### src/rtl/fwd_hazard_unit.sv
// Forwarding and hazard unit for a 5-stage MIPS pipeline.
//
// Keeps a shadow copy of producer info (we, waddr, tnew) for the E, M and W stages,
// plus the consumer source addresses held in E (rs, rt) and M (rt). Forward selects,
// the Tuse/Tnew stall and the mult/div interlock are all combinational on that
// registered state and the current D-stage inputs.
//
// Ports:
//   clk, rst_n                clock, asynchronous active-low reset
//   d_valid                   D stage holds a real instruction
//   d_rs, d_rt                D source addresses
//   d_tuse_rs, d_tuse_rt      cycles until D needs rs/rt (all ones = not used)
//   d_we, d_waddr, d_tnew     D destination info; tnew counted from E entry
//   d_md_start, d_md_div      D starts a mult (div=0) or divide (div=1)
//   d_md_use                  D reads/writes HI/LO
//   flush                     synchronous flush of E and M
//   stall                     freeze F/D, inject a bubble into E
//   fwd_rs_d, fwd_rt_d        D select: 00 regfile, 01 E, 10 M, 11 W
//   fwd_rs_e, fwd_rt_e        E select: 00 none, 10 M, 11 W
//   fwd_rt_m                  M select: 00 none, 11 W
//   md_busy                   mult/div unit busy
//   stall_cnt, fwd_cnt        (FWD_HAZARD_STATS_EN only) wrapping event counters
//
// Build option: define FWD_HAZARD_STATS_EN to add the stall_cnt/fwd_cnt outputs.

module fwd_hazard_unit #(
  parameter int unsigned AW      = 5,
  parameter int unsigned TW      = 2,
  parameter int unsigned MUL_CYC = 5,
  parameter int unsigned DIV_CYC = 10
) (
  input  logic          clk,
  input  logic          rst_n,
  input  logic          d_valid,
  input  logic [AW-1:0] d_rs,
  input  logic [AW-1:0] d_rt,
  input  logic [TW-1:0] d_tuse_rs,
  input  logic [TW-1:0] d_tuse_rt,
  input  logic          d_we,
  input  logic [AW-1:0] d_waddr,
  input  logic [TW-1:0] d_tnew,
  input  logic          d_md_start,
  input  logic          d_md_div,
  input  logic          d_md_use,
  input  logic          flush,
  output logic          stall,
  output logic [1:0]    fwd_rs_d,
  output logic [1:0]    fwd_rt_d,
  output logic [1:0]    fwd_rs_e,
  output logic [1:0]    fwd_rt_e,
  output logic [1:0]    fwd_rt_m,
  output logic          md_busy
`ifdef FWD_HAZARD_STATS_EN
  ,
  output logic [31:0]   stall_cnt,
  output logic [31:0]   fwd_cnt
`endif
);

  localparam int unsigned MdMax = (DIV_CYC > MUL_CYC) ? DIV_CYC : MUL_CYC;
  localparam int unsigned CW    = $clog2(MdMax + 1);

  localparam logic [CW-1:0] MulLoad = CW'(MUL_CYC);
  localparam logic [CW-1:0] DivLoad = CW'(DIV_CYC);

  localparam logic [1:0] SelNone = 2'b00;
  localparam logic [1:0] SelE    = 2'b01;
  localparam logic [1:0] SelM    = 2'b10;
  localparam logic [1:0] SelW    = 2'b11;

  typedef struct packed {
    logic          we;
    logic [AW-1:0] waddr;
    logic [TW-1:0] tnew;
  } prod_t;

  prod_t         e_q, e_d, m_q, m_d, w_q, w_d;
  logic [AW-1:0] e_rs_q, e_rs_d, e_rt_q, e_rt_d, m_rt_q, m_rt_d;
  logic [CW-1:0] md_cnt_q, md_cnt_d;
  logic          hz_raw;
  logic          md_load;

  function automatic logic [TW-1:0] sat_dec(input logic [TW-1:0] v);
    return (v == '0) ? '0 : v - 1'b1;
  endfunction

  // Register 0 is hard-wired, so it never matches any producer.
  function automatic logic prod_hit(input prod_t p, input logic [AW-1:0] src);
    return p.we && (p.waddr == src) && (src != '0);
  endfunction

  // Producer that cannot deliver in time for the consumer's Tuse.
  function automatic logic prod_late(input prod_t p, input logic [AW-1:0] src,
                                     input logic [TW-1:0] tuse);
    return prod_hit(p, src) && (tuse < p.tnew);
  endfunction

  // Youngest matching producer decides: ready gives its select, not-ready blocks
  // the older stages and returns none (the stall logic covers that case).
  function automatic logic [1:0] fwd_sel(input logic use_e, input logic use_m,
                                         input prod_t pe, input prod_t pm, input prod_t pw,
                                         input logic [AW-1:0] src);
    if (use_e && prod_hit(pe, src)) return (pe.tnew == '0) ? SelE : SelNone;
    if (use_m && prod_hit(pm, src)) return (pm.tnew == '0) ? SelM : SelNone;
    if (prod_hit(pw, src))          return (pw.tnew == '0) ? SelW : SelNone;
    return SelNone;
  endfunction

  // Hazard detection and forward selects
  assign md_busy = (md_cnt_q != '0);

  always_comb begin
    hz_raw = prod_late(e_q, d_rs, d_tuse_rs) | prod_late(m_q, d_rs, d_tuse_rs) |
             prod_late(e_q, d_rt, d_tuse_rt) | prod_late(m_q, d_rt, d_tuse_rt);
    stall  = d_valid & (hz_raw | ((d_md_start | d_md_use) & md_busy));
  end

  always_comb begin
    fwd_rs_d = fwd_sel(1'b1, 1'b1, e_q, m_q, w_q, d_rs);
    fwd_rt_d = fwd_sel(1'b1, 1'b1, e_q, m_q, w_q, d_rt);
    fwd_rs_e = fwd_sel(1'b0, 1'b1, e_q, m_q, w_q, e_rs_q);
    fwd_rt_e = fwd_sel(1'b0, 1'b1, e_q, m_q, w_q, e_rt_q);
    fwd_rt_m = fwd_sel(1'b0, 1'b0, e_q, m_q, w_q, m_rt_q);
  end

  // Shadow pipeline next state
  always_comb begin
    w_d      = m_q;
    w_d.tnew = sat_dec(m_q.tnew);
    m_d      = e_q;
    m_d.tnew = sat_dec(e_q.tnew);
    m_rt_d   = e_rt_q;
    e_d.we    = d_we & d_valid;
    e_d.waddr = d_waddr;
    e_d.tnew  = d_tnew;
    e_rs_d   = d_rs;
    e_rt_d   = d_rt;
    if (flush) begin
      // Flush wins over stall; W still drains normally.
      m_d    = '0;
      m_rt_d = '0;
      e_d    = '0;
      e_rs_d = '0;
      e_rt_d = '0;
    end else if (stall) begin
      e_d    = '0;
      e_rs_d = '0;
      e_rt_d = '0;
    end
  end

  // Mult/div busy counter; flush does not abort an operation already issued.
  always_comb begin
    md_load  = d_valid & d_md_start & ~stall & ~flush;
    md_cnt_d = md_cnt_q;
    if (md_load) begin
      md_cnt_d = d_md_div ? DivLoad : MulLoad;
    end else if (md_cnt_q != '0) begin
      md_cnt_d = md_cnt_q - 1'b1;
    end
  end

  always_ff @(posedge clk or negedge rst_n) begin
    if (!rst_n) begin
      e_q      <= '0;
      m_q      <= '0;
      w_q      <= '0;
      e_rs_q   <= '0;
      e_rt_q   <= '0;
      m_rt_q   <= '0;
      md_cnt_q <= '0;
    end else begin
      e_q      <= e_d;
      m_q      <= m_d;
      w_q      <= w_d;
      e_rs_q   <= e_rs_d;
      e_rt_q   <= e_rt_d;
      m_rt_q   <= m_rt_d;
      md_cnt_q <= md_cnt_d;
    end
  end

`ifdef FWD_HAZARD_STATS_EN
  logic any_fwd;
  assign any_fwd = |{fwd_rs_d, fwd_rt_d, fwd_rs_e, fwd_rt_e, fwd_rt_m};

  always_ff @(posedge clk or negedge rst_n) begin
    if (!rst_n) begin
      stall_cnt <= '0;
      fwd_cnt   <= '0;
    end else begin
      if (stall)   stall_cnt <= stall_cnt + 32'd1;
      if (any_fwd) fwd_cnt   <= fwd_cnt + 32'd1;
    end
  end
`else
  // No statistics counters in this build.
`endif

endmodule

### config.mk
export PLATFORM = sky130hd
export DESIGN_NAME = fwd_hazard_unit
export DESIGN_NICKNAME = d
export VERILOG_FILES = /design/src/rtl/fwd_hazard_unit.sv
export SDC_FILE = /design/constraint.sdc
export NUM_CORES = 1
export LEC_CHECK = 0
export BUFFER_PORTS_ARGS = -buffer_cell sky130_fd_sc_hd__buf_2
export CAP_MARGIN = 20
export CORE_AREA = 2 2 78 80
export DETAILED_ROUTE_END_ITERATION = 7
export DIE_AREA = 0 0 80 82
export PLACE_DENSITY_LB_ADDON = 0.05
export SLEW_MARGIN = 5
export SYNTH_ARGS = -nofsm -noshare
export SYNTH_HDL_FRONTEND = slang
export SYNTH_SLANG_ARGS = --single-unit
### constraint.sdc
create_clock -name clk -period 7.6 [get_ports clk]
set_clock_uncertainty 0.15 [all_clocks]
set_input_delay 1.52 -clock clk [delete_from_list [all_inputs] [get_ports clk]]
set_output_delay 1.52 -clock clk [all_outputs]
set_load 0.05 [all_outputs]
## Word-level counts from Yosys, hierarchy flattened

Index checks and enable logic that the tools add are counted.

- Output and inout bits: 12
- Logic and storage cells: 137
- Input bits: 29
- Bits in registers: 43

- Bitwise gates (word level): 13
- Reduce and logical (&&, ||, !) cells: 36
- Equality and inequality tests: 11
- Mux-type cells: 57
- $add $sub $neg: 3
- Magnitude comparators: 4

Operators by type and width:

| operator | count |
|---|---|
| equality test 5 bit | 11 |
| 2-to-1 mux 2 bit | 26 |
| logical AND 1 bit | 26 |
| 2-to-1 mux 5 bit | 5 |
| nonzero test 5 bit | 5 |
| 2-to-1 mux 8 bit | 3 |
| 2-to-1 mux 1 bit | 20 |
| 2-to-1 mux 4 bit | 3 |
| less-than comparator 2 bit | 4 |
| bitwise AND 1 bit | 6 |
| logical NOT 2 bit | 3 |
| bitwise OR 1 bit | 5 |
| nonzero test 4 bit | 1 |
| subtractor 2 x 1 -> 2 bit (second input constant) | 2 |
| subtractor 4 x 1 -> 4 bit (second input constant) | 1 |
| inverter 1 bit | 2 |
| nonzero test 2 bit | 1 |

## Depth between registers and ports, before layout

Gate-level depths: netlist of run 1.

- Word-level depth: 13
- Depth in mapped cells: 9
- Mapped depth without buffers: 7

## Worst setup path after synthesis of run 1

No wires, ideal clock.

- Path kind: in2out
- Start point: in d_rs[1]
- End point: out fwd_rs_d[0]
- Buffers on the path: 0
- Setup slack: 2341 ps
- Data arrival time: 3589 ps
- Required time: 5930 ps
- Stages: 5
- Cells stage by stage: or4_1 > nor2_2 > nor3_1 > or4_1 > mux2i_1

- Cells in the longest elaborated chain, start to end: 9
- Elaborated cells on any way between the ends: 21
- Classes of those cells: eq/ne: 3; mux: 11; reduce/logical: 7

RTL lines:

| item | RTL line | source |
|---|---|---|
| start: declaration | 35 | `input logic [AW-1:0] d_rs,` |
| equality test 5 bit | 89 | `return p.we && (p.waddr == src) && (src != '0);` |
| logical AND 1 bit (2 in series) | 89 |  |
| 2-to-1 mux 1 bit (2 in series) | 105 | `if (prod_hit(pw, src)) return (pw.tnew == '0) ? SelW : SelNone;` |
| 2-to-1 mux 1 bit | 104 | `if (use_m && prod_hit(pm, src)) return (pm.tnew == '0) ? SelM : SelNone;` |
| 2-to-1 mux 2 bit | 106 | `return SelNone;` |
| 2-to-1 mux 2 bit | 105 |  |
| 2-to-1 mux 2 bit * | 104 |  |
| end: declaration | 47 | `output logic [1:0] fwd_rs_d,` |

Every way passes the cells marked *; elsewhere a longest branch is shown, timed or not. The select of a mux whose other input is x is not followed.

## Worst setup path in the final report of run 1

- Start point: in d_rt[1]
- End point: out fwd_rt_d[1]

- Cells in the longest elaborated chain, start to end: 9
- Elaborated cells on any way between the ends: 21
- Classes of those cells: eq/ne: 3; mux: 11; reduce/logical: 7

RTL lines:

| item | RTL line | source |
|---|---|---|
| start: declaration | 36 | `input logic [AW-1:0] d_rt,` |
| equality test 5 bit | 89 |  |
| logical AND 1 bit (2 in series) | 89 |  |
| 2-to-1 mux 1 bit (2 in series) | 105 |  |
| 2-to-1 mux 1 bit | 104 |  |
| 2-to-1 mux 2 bit | 106 |  |
| 2-to-1 mux 2 bit | 105 |  |
| 2-to-1 mux 2 bit * | 104 |  |
| end: declaration | 48 | `output logic [1:0] fwd_rt_d,` |

Marked as above.

==> results_dict.tcl, run 1 <==
set metrics [dict create \
    synth_seq_cells 43 \
    nets 317 \
    drive_above_1_share_pct 21.9 \
    outcome "finished, final reports clean" \
    cts_sinks 43 \
    fmax_mhz 192 \
    root_buffer "clkbuf_8" \
    synth.distinct_cells 37 \
    r2r-start "e_q[1]" \
    synth.avg_cell_area_sq_um 10.2 \
    routed-wl-met3_um 214 \
    hold-worst-slack_ns 0.357 \
    path_cells "buf_2 > or4_4 > nor2_1 > nor3_1 > or4_1 > a21oi_1 > buf_2" \
    wl_met2_um 2680 \
    reg2reg_slack_ns 5.32 \
    synth_cells 249 \
    seq_area_frac_synth_pct 42.6 \
    ant_nets 0 \
    cts_max_path_buffers 2 \
    finalCritPeriodShare_pct 68.7 \
    start_util_pct 44.0 \
    r2r_end "e_rs_q[0]" \
    p_leak_uw 0.00127 \
    grt_util_all_layers_pct 19.5 \
    num_vias 1801 \
    grt_pass1_wl_um 9340 \
    worstMarginPinSlew_ns 0.372 \
    die_area_sq_mm 0.00656 \
    p_clk_share_pct 29.3 \
    power_switching_uw 189 \
    finish.utilization_pct 50.2 \
    fin_setup_tns_ns 0 \
    hold_viol_final 0 \
    nFillCells 557 \
    cts_tree "built" \
    grt_pass1_vias 1818 \
    finalPower_uw 614 \
    drt_iter0_markers 61 \
    synth_edf_count 0 \
    hp-class "reg -> reg" \
    cts_resized 0 \
    worstSkewPairLatency_ns 0.30 \
    wl_per_cell_um 15.7 \
    cp-start-kind "input port" \
    ir_drop_mv 0.136 \
    dp_cells 349 \
    grt_max_degree 44 \
    post_cts_buffers 0 \
    area_growth_pct 14.1 \
    core_area_sq_mm 0.00575 \
    htreeDepth 2 \
    viasPerCell 5.03 \
    grt.overflow.total 0 \
    crit_fanout 5 \
    ioPinCount 41 \
    dp.final_hpwl_um 4260 \
    routed_wl_um 5640 \
    die_w_um 80 \
    clkTransAtPathRegs_ns 0.08 \
    numPortBuffers 40 \
    grt_antenna_before_repair 0 \
    worst-setup-path-type "in -> out" \
    drv_slew 0 \
    synthFlopType "dfrtp_1" \
    final_cell_mix "xnor2_1 (46), dfrtp_1 (43), buf_2 (40)" \
    layout_commonest_cell "xnor2_1" \
    rr_worst_depth 7 \
    internal-power_uw 425 \
    cts_hold_buf 0 \
    drv_cap 0 \
    critPathSlowestCell "or4_1" \
    firstDrtPassIters 4 \
    hp-start "e_q[0]" \
    routed.top_layer "met4" \
    swShare_pct 30.8 \
    cp-end-kind "output pin" \
    p_per_area_mw_per_mm2 213 \
    synth_nets 284 \
    setup_violations 0 \
    period_needed_ns 5.22 \
    slew_headroom_pct 75.0 \
    stdcell_count 358 \
    seq_power_share_pct 45.3 \
    min_path_cells 1 \
    async_reset_ff_share_pct 100 \
    synth_warnings 0 \
    comb_power_share_pct 25.4 \
    met1Wirelength_um 2640 \
    cts_made_buffers 5 \
    rows 28 \
    die_h_um 82 \
    remaining_drc_errors 0 \
    crit_top_cell "buf_2" \
    place_congestion 0.891 \
    cp.arrival_ns 3.55 \
    cp.required_ns 5.93 \
    whs_endpoint "m_q[0]" \
    antennaDiodeCount 0 \
    netlist_area_sq_mm 0.00253 \
    crit_path_max_incr_delay_ns 0.56 \
    rsz0062_at_grt "false" \
]
==> cell usage after synthesis (all sizes together) (2+ instances only) <==
cell     n  area [sq um]
a21oi    5          25.0
nor4b    2          17.5
or2      4          25.0
or4b     2          20.0
mux2     2          22.5
xor2    10          87.6
ha       6          75.1
clkbuf  11          41.3
nor2b   11          68.8
dfrtp   43          1080
nand4   10          68.8
a21o     3          22.5
and2    20           125
nand2b   4          25.0
nand2   15          56.3
nor3     9          45.0
inv      6          22.5
xnor2   46           403
nor2    16          77.6
mux2i    3          30.0
or4      5          45.0
nor4     3          18.8
o2111a   2          22.5
buf      4          28.8
==> cell type report <==
type / count / area (sq um) / area share, %
multi-input cells: 185 / 1360 / 47.1
flip-flops and latches: 43 / 1080 / 37.3
repair buffers: 41 / 220 / 7.63
well taps: 75 / 93.8 / 3.25
clock buffers: 5 / 68.8 / 2.39
clock inverters: 3 / 43.8 / 1.52
inverters: 6 / 22.5 / 0.781
==> stage by stage <==
step / setup slack [ns] / area (sq um)
3_3_place_gp: 2.46 / 2750
4_1_cts: 2.42 / 2870
2_1_floorplan: 2.34 / 2530
5_1_grt: 2.38 / 2890
6_report: 2.38 / 2890
3_5_place_dp: 2.42 / 2750
==> kinds of logic (layout without fill, tap and decap cells) <==
logic type,after synthesis,after routing,share of synthesized area (%)
compound gates,15,15,5.34
xor+xnor,56,56,19.4
fa+ha+maj,6,6,2.97
buf+inv,21,55,3.66
flops,43,43,42.6
mux,5,5,2.08
simple gates,103,103,24.0
==> metal layers <==
metal  vias up  global-route usage (%)
li1        889                       -
met1       864                    25.8
met2        40                    31.8
met3         8                    3.30
met4         0                    7.80
met5         -                       0
==> flip-flops by register name, indices dropped and copies added (netlist names) <==
| register | count |
|---|---|
| md_cnt_q | 4 |
| m_q | 8 |
| e_rs_q | 5 |
| e_rt_q | 5 |
| m_rt_q | 5 |
| e_q | 8 |
| w_q | 8 |
==> worst max-delay path: cells and delay by family <==
family	cells	cell delay, ns
simple gates	4	1.46
buf+inv	2	0.41
compound gates	1	0.15
==> how the worst max path moves through the flow <==
stage / start / endpoint / slack [ns] / cells past startpoint
final: d_rt[1] / fwd_rt_d[1] / 2.38 / 7
after global routing: d_rt[1] / fwd_rt_d[1] / 2.38 / 7
after CTS: d_rt[1] / fwd_rt_d[1] / 2.42 / 7
after detailed placement: d_rt[1] / fwd_rt_d[1] / 2.42 / 7
after global placement: d_rt[1] / fwd_rt_d[0] / 2.46 / 7
after floorplan: d_rs[1] / fwd_rs_d[0] / 2.34 / 5
==> power by group through the flow <==
stage | logic [uW] | registers, uW | clock network (uW)
6_report | 156 | 278 | 180
5_1_grt | 177 | 282 | 195
4_1_cts | 156 | 278 | 185
3_5_place_dp | 156 | 283 | 0
3_3_place_gp | 154 | 283 | 0
2_1_floorplan | 127 | 271 | 0
Power figures use the tool's default switching activity.
==> run 2: changes to the inputs <==
==> constraint.sdc (replaced) <==
create_clock -name clk -period 5.1 [get_ports clk]
set_clock_uncertainty 0.15 [all_clocks]
set_input_delay 1.02 -clock clk [delete_from_list [all_inputs] [get_ports clk]]
set_output_delay 1.02 -clock clk [all_outputs]
set_load 0.05 [all_outputs]
==> run 2 against run 1 <==
Net effect: routed wire length barely moved; worst setup slack got worse by 1.5 ns; combinational power rose by 49%; core utilization did not move; critical path depth did not move; die area did not move; sequential power rose by 49%; hold slack barely moved.
==> results_dict.tcl, run 2 (synthesis gave the netlist of run 1 again) <==
set metrics [dict create \
    finish.utilization_pct 50.2 \
    crit_top_cell "buf_2" \
    cts_tree "built" \
    swShare_pct 30.8 \
    cts_resized 0 \
    drv_cap 0 \
    cts_max_path_buffers 2 \
    regArea_sq_mm 0.00108 \
    ant_nets 0 \
    dp.final_hpwl_um 4260 \
    comb_power_share_pct 25.4 \
    fmax_mhz 237 \
    stdcell_area_sq_mm 0.00289 \
    setup_violations 0 \
    htreeDepth 2 \
    drive_above_1_share_pct 21.9 \
    ir_drop_mv 0.203 \
    start_util_pct 44.0 \
    path_cells "buf_2 > or4_4 > nor2_1 > nor3_1 > or4_1 > a21oi_1 > buf_2" \
    drv_slew 0 \
    power_switching_uw 282 \
    p_clk_share_pct 29.3 \
    crit_fanout 5 \
    routed_wl_um 5640 \
    hp-class "reg -> reg" \
    cp.arrival_ns 3.05 \
    num_vias 1812 \
    cp.required_ns 3.93 \
    rr_worst_depth 7 \
    nFillCells 557 \
    grt_pass1_vias 1821 \
    clkTransAtPathRegs_ns 0.08 \
    final_cell_mix "xnor2_1 (46), dfrtp_1 (43), buf_2 (40)" \
    period_needed_ns 4.22 \
    grt.overflow.total 0 \
    p_leak_uw 0.00127 \
    grt_pass1_wl_um 9360 \
    hold_viol_final 0 \
    rows 28 \
    cts_sinks 43 \
    grt_util_all_layers_pct 19.5 \
    fin_setup_tns_ns 0 \
    slew_headroom_pct 75.0 \
    critPathSlowestCell "or4_1" \
    die_w_um 80 \
    die_area_sq_mm 0.00656 \
    multi_input_area_sq_mm 0.00136 \
    numPortBuffers 40 \
    place_area_sq_mm 0.00275 \
    antennaDiodeCount 0 \
    crit_path_max_incr_delay_ns 0.56 \
    p_per_area_mw_per_mm2 317 \
    drt_iter0_markers 68 \
    seq_power_share_pct 45.3 \
    layout_commonest_cell "xnor2_1" \
    worstSkewPairLatency_ns 0.30 \
    internal-power_uw 633 \
    ioPinCount 41 \
    rsz0062_at_grt "false" \
    worst-setup-path-type "in -> out" \
    cts_hold_buf 0 \
    cp-end-kind "output pin" \
    root_buffer "clkbuf_8" \
    post_cts_buffers 0 \
    core_area_sq_mm 0.00575 \
    place_congestion 0.891 \
    cp-start-kind "input port" \
    worstMarginPinSlew_ns 0.372 \
    viasPerCell 5.06 \
    wl_per_cell_um 15.7 \
    grt_antenna_before_repair 0 \
    min_path_cells 1 \
    firstDrtPassIters 4 \
    remaining_drc_errors 0 \
    cts_made_buffers 5 \
    outcome "finished, final reports clean" \
    reg_top3 "e_q x8, m_q x8, w_q x8" \
    finalCritPeriodShare_pct 82.7 \
    die_h_um 82 \
    area_growth_pct 14.1 \
    nets 317 \
    grt_max_degree 44 \
]
[run 2: cell counts in the layout (fill, tap and decap cells not counted)]
Identical to the previous run, type by type.
[run 2: cell type report]
| type | count | area share (%) |
|---|---|---|
| tap | 75 | 3.25 |
| inverter | 6 | 0.781 |
| timing repair buffer | 41 | 7.63 |
| sequential | 43 | 37.3 |
| multi-input combinational | 185 | 47.1 |
| clock buffer | 5 | 2.39 |
| clock inverter | 3 | 1.52 |
[run 2: per-layer routing]
metal,share of wire [%],GRT usage (%)
met5,0,0
met4,1.9,7.80
met3,4.1,3.30
met2,47,31.8
met1,46,25.9
[run 2: worst paths after layout]
kind	slack [ns]	to	from
max	0.88	fwd_rt_d[1]	d_rt[1]
min	0.36	m_q[0]	e_q[0]
max reg2reg	2.82	e_rs_q[0]	e_q[1]
min reg2reg	0.36	m_q[0]	e_q[0]
max in group asynchronous	3.96	w_q[7]	rst_n
min in group asynchronous	0.40	e_q[4]	rst_n
[run 2: stage by stage]
stage	total power (uW)	instances	hold slack, ns	setup slack (ns)
after global placement	652	349	0.347	0.964
final	915	358	0.357	0.882
after global routing	976	358	0.387	0.878
after CTS	923	357	0.358	0.923
after detailed placement	654	349	0.340	0.916
after floorplan	593	249	0.199	0.841
[run 2: power groups by stage]
stage,clock (uW),combinational [uW],sequential (uW)
after CTS,276,233,415
after floorplan,0,189,404
after global routing,290,264,421
after detailed placement,0,232,422
after global placement,0,230,422
final,268,232,415
[run 2: critical path: cells and delay by family]
| kind | cells | cell delay, ns |
|---|---|---|
| AO/OA/AOI/OAI | 1 | 0.15 |
| buffers and inverters | 2 | 0.41 |
| AND/OR/NAND/NOR | 4 | 1.46 |
==> run 3: changes to the inputs <==
--- a/config.mk
+++ b/config.mk
@@ -5,11 +5,12 @@
 export SDC_FILE = /design/constraint.sdc
 export NUM_CORES = 1
 export LEC_CHECK = 0
+export ABC_AREA = 1
 export BUFFER_PORTS_ARGS = -buffer_cell sky130_fd_sc_hd__buf_2
 export CAP_MARGIN = 20
-export CORE_AREA = 2 2 78 80
+export CORE_AREA = 2 2 79 81
 export DETAILED_ROUTE_END_ITERATION = 7
-export DIE_AREA = 0 0 80 82
+export DIE_AREA = 0 0 81 83
 export PLACE_DENSITY_LB_ADDON = 0.05
 export SLEW_MARGIN = 5
 export SYNTH_ARGS = -nofsm -noshare
==> constraint.sdc (replaced) <==
create_clock -name clk -period 3.5 [get_ports clk]
set_clock_uncertainty 0.15 [all_clocks]
set_input_delay 0.7 -clock clk [delete_from_list [all_inputs] [get_ports clk]]
set_output_delay 0.7 -clock clk [all_outputs]
set_load 0.05 [all_outputs]
==> run 3 against run 2 <==
Net effect: hold slack lost 0.28 ns; synthesized area grew 2.6%; sequential share of layout area shrank 1.3 points; clock-buffer cell count grew 2; routed wire length grew 25%; first-iteration DRC count grew 47%; sequential cell count is the same; cell count grew 32%; clock power grew 34%; sequential power grew 43%; critical path depth grew 5; synthesized cell count grew 42%; largest cell class unchanged; highest routed layer unchanged.
==> results_dict.tcl, run 3 <==
set metrics [dict create \
    cp-end-kind "output pin" \
    grt_util_all_layers_pct 22.9 \
    cts_sinks 43 \
    swShare_pct 34.7 \
    grt_pass1_wl_um 11900 \
    multi_input_area_sq_mm 0.00125 \
    hold-worst-slack_ns 0.0757 \
    r2r-start "md_cnt_q[0]" \
    crit_fanout 5 \
    fin_setup_tns_ns 0 \
    die_h_um 83 \
    nets 432 \
    hp-class "in -> async" \
    synth_seq_cells 43 \
    root_buffer "clkbuf_8" \
    r2r_end "e_rt_q[0]" \
    synth_warnings 0 \
    cts_tree "built" \
    internal-power_uw 859 \
    routed_wl_um 7040 \
    place_congestion 1.03 \
    rows 28 \
    drive_above_1_share_pct 14.6 \
    clkTransAtPathRegs_ns 0.08 \
    grt_pass1_vias 2456 \
    drv_slew 0 \
    viasPerCell 5.10 \
    cts_made_buffers 5 \
    yosys.area.top_type "dfrtp_1" \
    post_cts_buffers 0 \
    critPathSlowestCell "buf_2" \
    cp-start-kind "input port" \
    seq_power_share_pct 45.2 \
    synth.most_common_cell "nand2_1" \
    synth_top_area_share_pct 41.5 \
    wl_per_cell_um 14.9 \
    synthTopCellsByArea "dfrtp_1 (41%), nand2_1 (13%), inv_1 (8.5%), nor2_1 (5.5%), nor3_1 (4.1%)" \
    synth.avg_cell_area_sq_um 7.33 \
    period_needed_ns 2.92 \
    nFillCells 602 \
    seq_area_frac_synth_pct 41.5 \
    reg2reg_slack_ns 1.35 \
    synth.distinct_cells 31 \
    antennaDiodeCount 0 \
    final_cell_mix "nand2_1 (88), inv_1 (59), dfrtp_1 (43)" \
    path_delay_family "simple AND/OR/NAND/NOR gates" \
    layout_commonest_cell "nand2_1" \
    power_switching_uw 457 \
    synth_nets 389 \
    grt.overflow.total 0 \
    timing.critical_path.buf_inv 4 \
    comb_power_share_pct 27.6 \
    netlist_area_sq_mm 0.00259 \
    worst-setup-path-type "in -> out" \
    synthTopCellsByCount "nand2_1 (88), inv_1 (59), dfrtp_1 (43), nor2_1 (38), nor3_1 (21)" \
    place_area_sq_mm 0.00286 \
    path_cells "buf_2 > inv_1 > nand2_1 > nand2_1 > inv_1 > nand2_1 > nor2_1 > nand2_1 > nor2_2 > nor2_4 > a21boi_4 > buf_2" \
    synth_edf_count 0 \
    p_leak_uw 0.00159 \
    firstDrtPassIters 4 \
    p_clk_share_pct 27.2 \
    slew_headroom_pct 76.2 \
    die_w_um 81 \
    crit_path_max_incr_delay_ns 0.27 \
    grt_max_degree 44 \
    core_area_sq_mm 0.00582 \
    regArea_sq_mm 0.00108 \
    worstSkewPairLatency_ns 0.30 \
    cp.required_ns 2.65 \
    rsz0062_at_grt "false" \
    stdcell_area_sq_mm 0.00299 \
    async_reset_ff_share_pct 100 \
    area_growth_pct 15.1 \
    crit_cells 12 \
    die_area_sq_mm 0.00672 \
    outcome "finished, final reports clean" \
    remaining_drc_errors 0 \
    num_vias 2411 \
    fmax_mhz 342 \
    ant_nets 0 \
    synth_cells 354 \
    rr_worst_depth 11 \
    dp.final_hpwl_um 5410 \
    cts_hold_buf 0 \
    start_util_pct 44.6 \
    setup_violations 0 \
    htreeDepth 2 \
    p_per_area_mw_per_mm2 440 \
    cts_max_path_buffers 2 \
    finalPower_uw 1320 \
    ir_drop_mv 0.299 \
    numPortBuffers 40 \
    crit_top_cell "nand2_1" \
    hold_viol_final 0 \
    cp.arrival_ns 2.07 \
    reg_top3 "e_q x8, m_q x8, w_q x8" \
    drv_cap 0 \
    cts_resized 0 \
    finalCritPeriodShare_pct 83.5 \
    synthFlopType "dfrtp_1" \
    worstMarginPinSlew_ns 0.355 \
    grt_antenna_before_repair 0 \
    drt_iter0_markers 100 \
    ioPinCount 41 \
]
## run 3: changes by cell type in the layout (fill, tap and decap cells not counted), moves of 19 or more
| cell | previous run | this run |
|---|---|---|
| nand3_1 | 0 | 19 |
| and2_1 | 20 | 0 |
| nand2_1 | 15 | 88 |
| xnor2_1 | 46 | 7 |
| nor2_1 | 13 | 38 |
| inv_1 | 6 | 59 |
## run 3: area by class of cell
class | count | share of cell area [%]
sequential | 43 | 36.0
clock inverter | 1 | 0.251
inverter | 60 | 7.54
tap | 75 | 3.14
clock buffer | 7 | 3.23
multi-input combinational | 244 | 41.9
timing repair buffer | 43 | 7.88
## run 3: how the worst max path moves through the flow
stage / startpoint / endpoint / slack (ns)
finish: d_rt[1] / stall / 0.58
global route: d_rt[3] / fwd_rt_d[1] / 0.34
CTS: d_rt[1] / stall / 0.60
detailed placement: d_rt[1] / stall / 0.61
global placement: d_rt[3] / fwd_rt_d[1] / 0.57
floorplan: d_rt[3] / fwd_rt_d[1] / 0.32
## run 3: stage by stage
step	setup WS [ns]	std cells	util [%]
2_1_floorplan	0.318	354	-
3_5_place_dp	0.612	464	49.2
3_3_place_gp	0.571	464	49.2
6_report	0.579	473	51.4
4_1_cts	0.604	472	51.0
5_1_grt	0.344	473	51.4
## run 3: power by group through the flow
stage               Clock (uW)  Sequential (uW)  Combinational [uW]
floorplan                    0              588                 274
global placement             0              602                 359
detailed placement           0              602                 360
CTS                        369              593                 362
global route               393              600                 419
finish                     358              594                 363
## run 3: metal layers
layer / share of wire [%] / vias to the layer above / GRT usage [%]
met5: 0 / - / 0
met4: 2.8 / 0 / 7.24
met3: 4.4 / 19 / 4.13
met2: 46 / 73 / 35.5
met1: 46 / 1104 / 32.3
li1: - / 1215 / -
## run 3: kinds of logic (layout without fill, tap and decap cells)
family,after synthesis,after routing,share of synthesized area [%]
and+or+nand+nor,179,179,29.4
buffers and inverters,67,111,10.5
AOI/OAI and AO/OA,43,43,10.3
DFF,43,43,41.5
xor gates and xnor gates,15,15,5.06
adders and majority gates,6,6,2.89
muxes,1,1,0.386
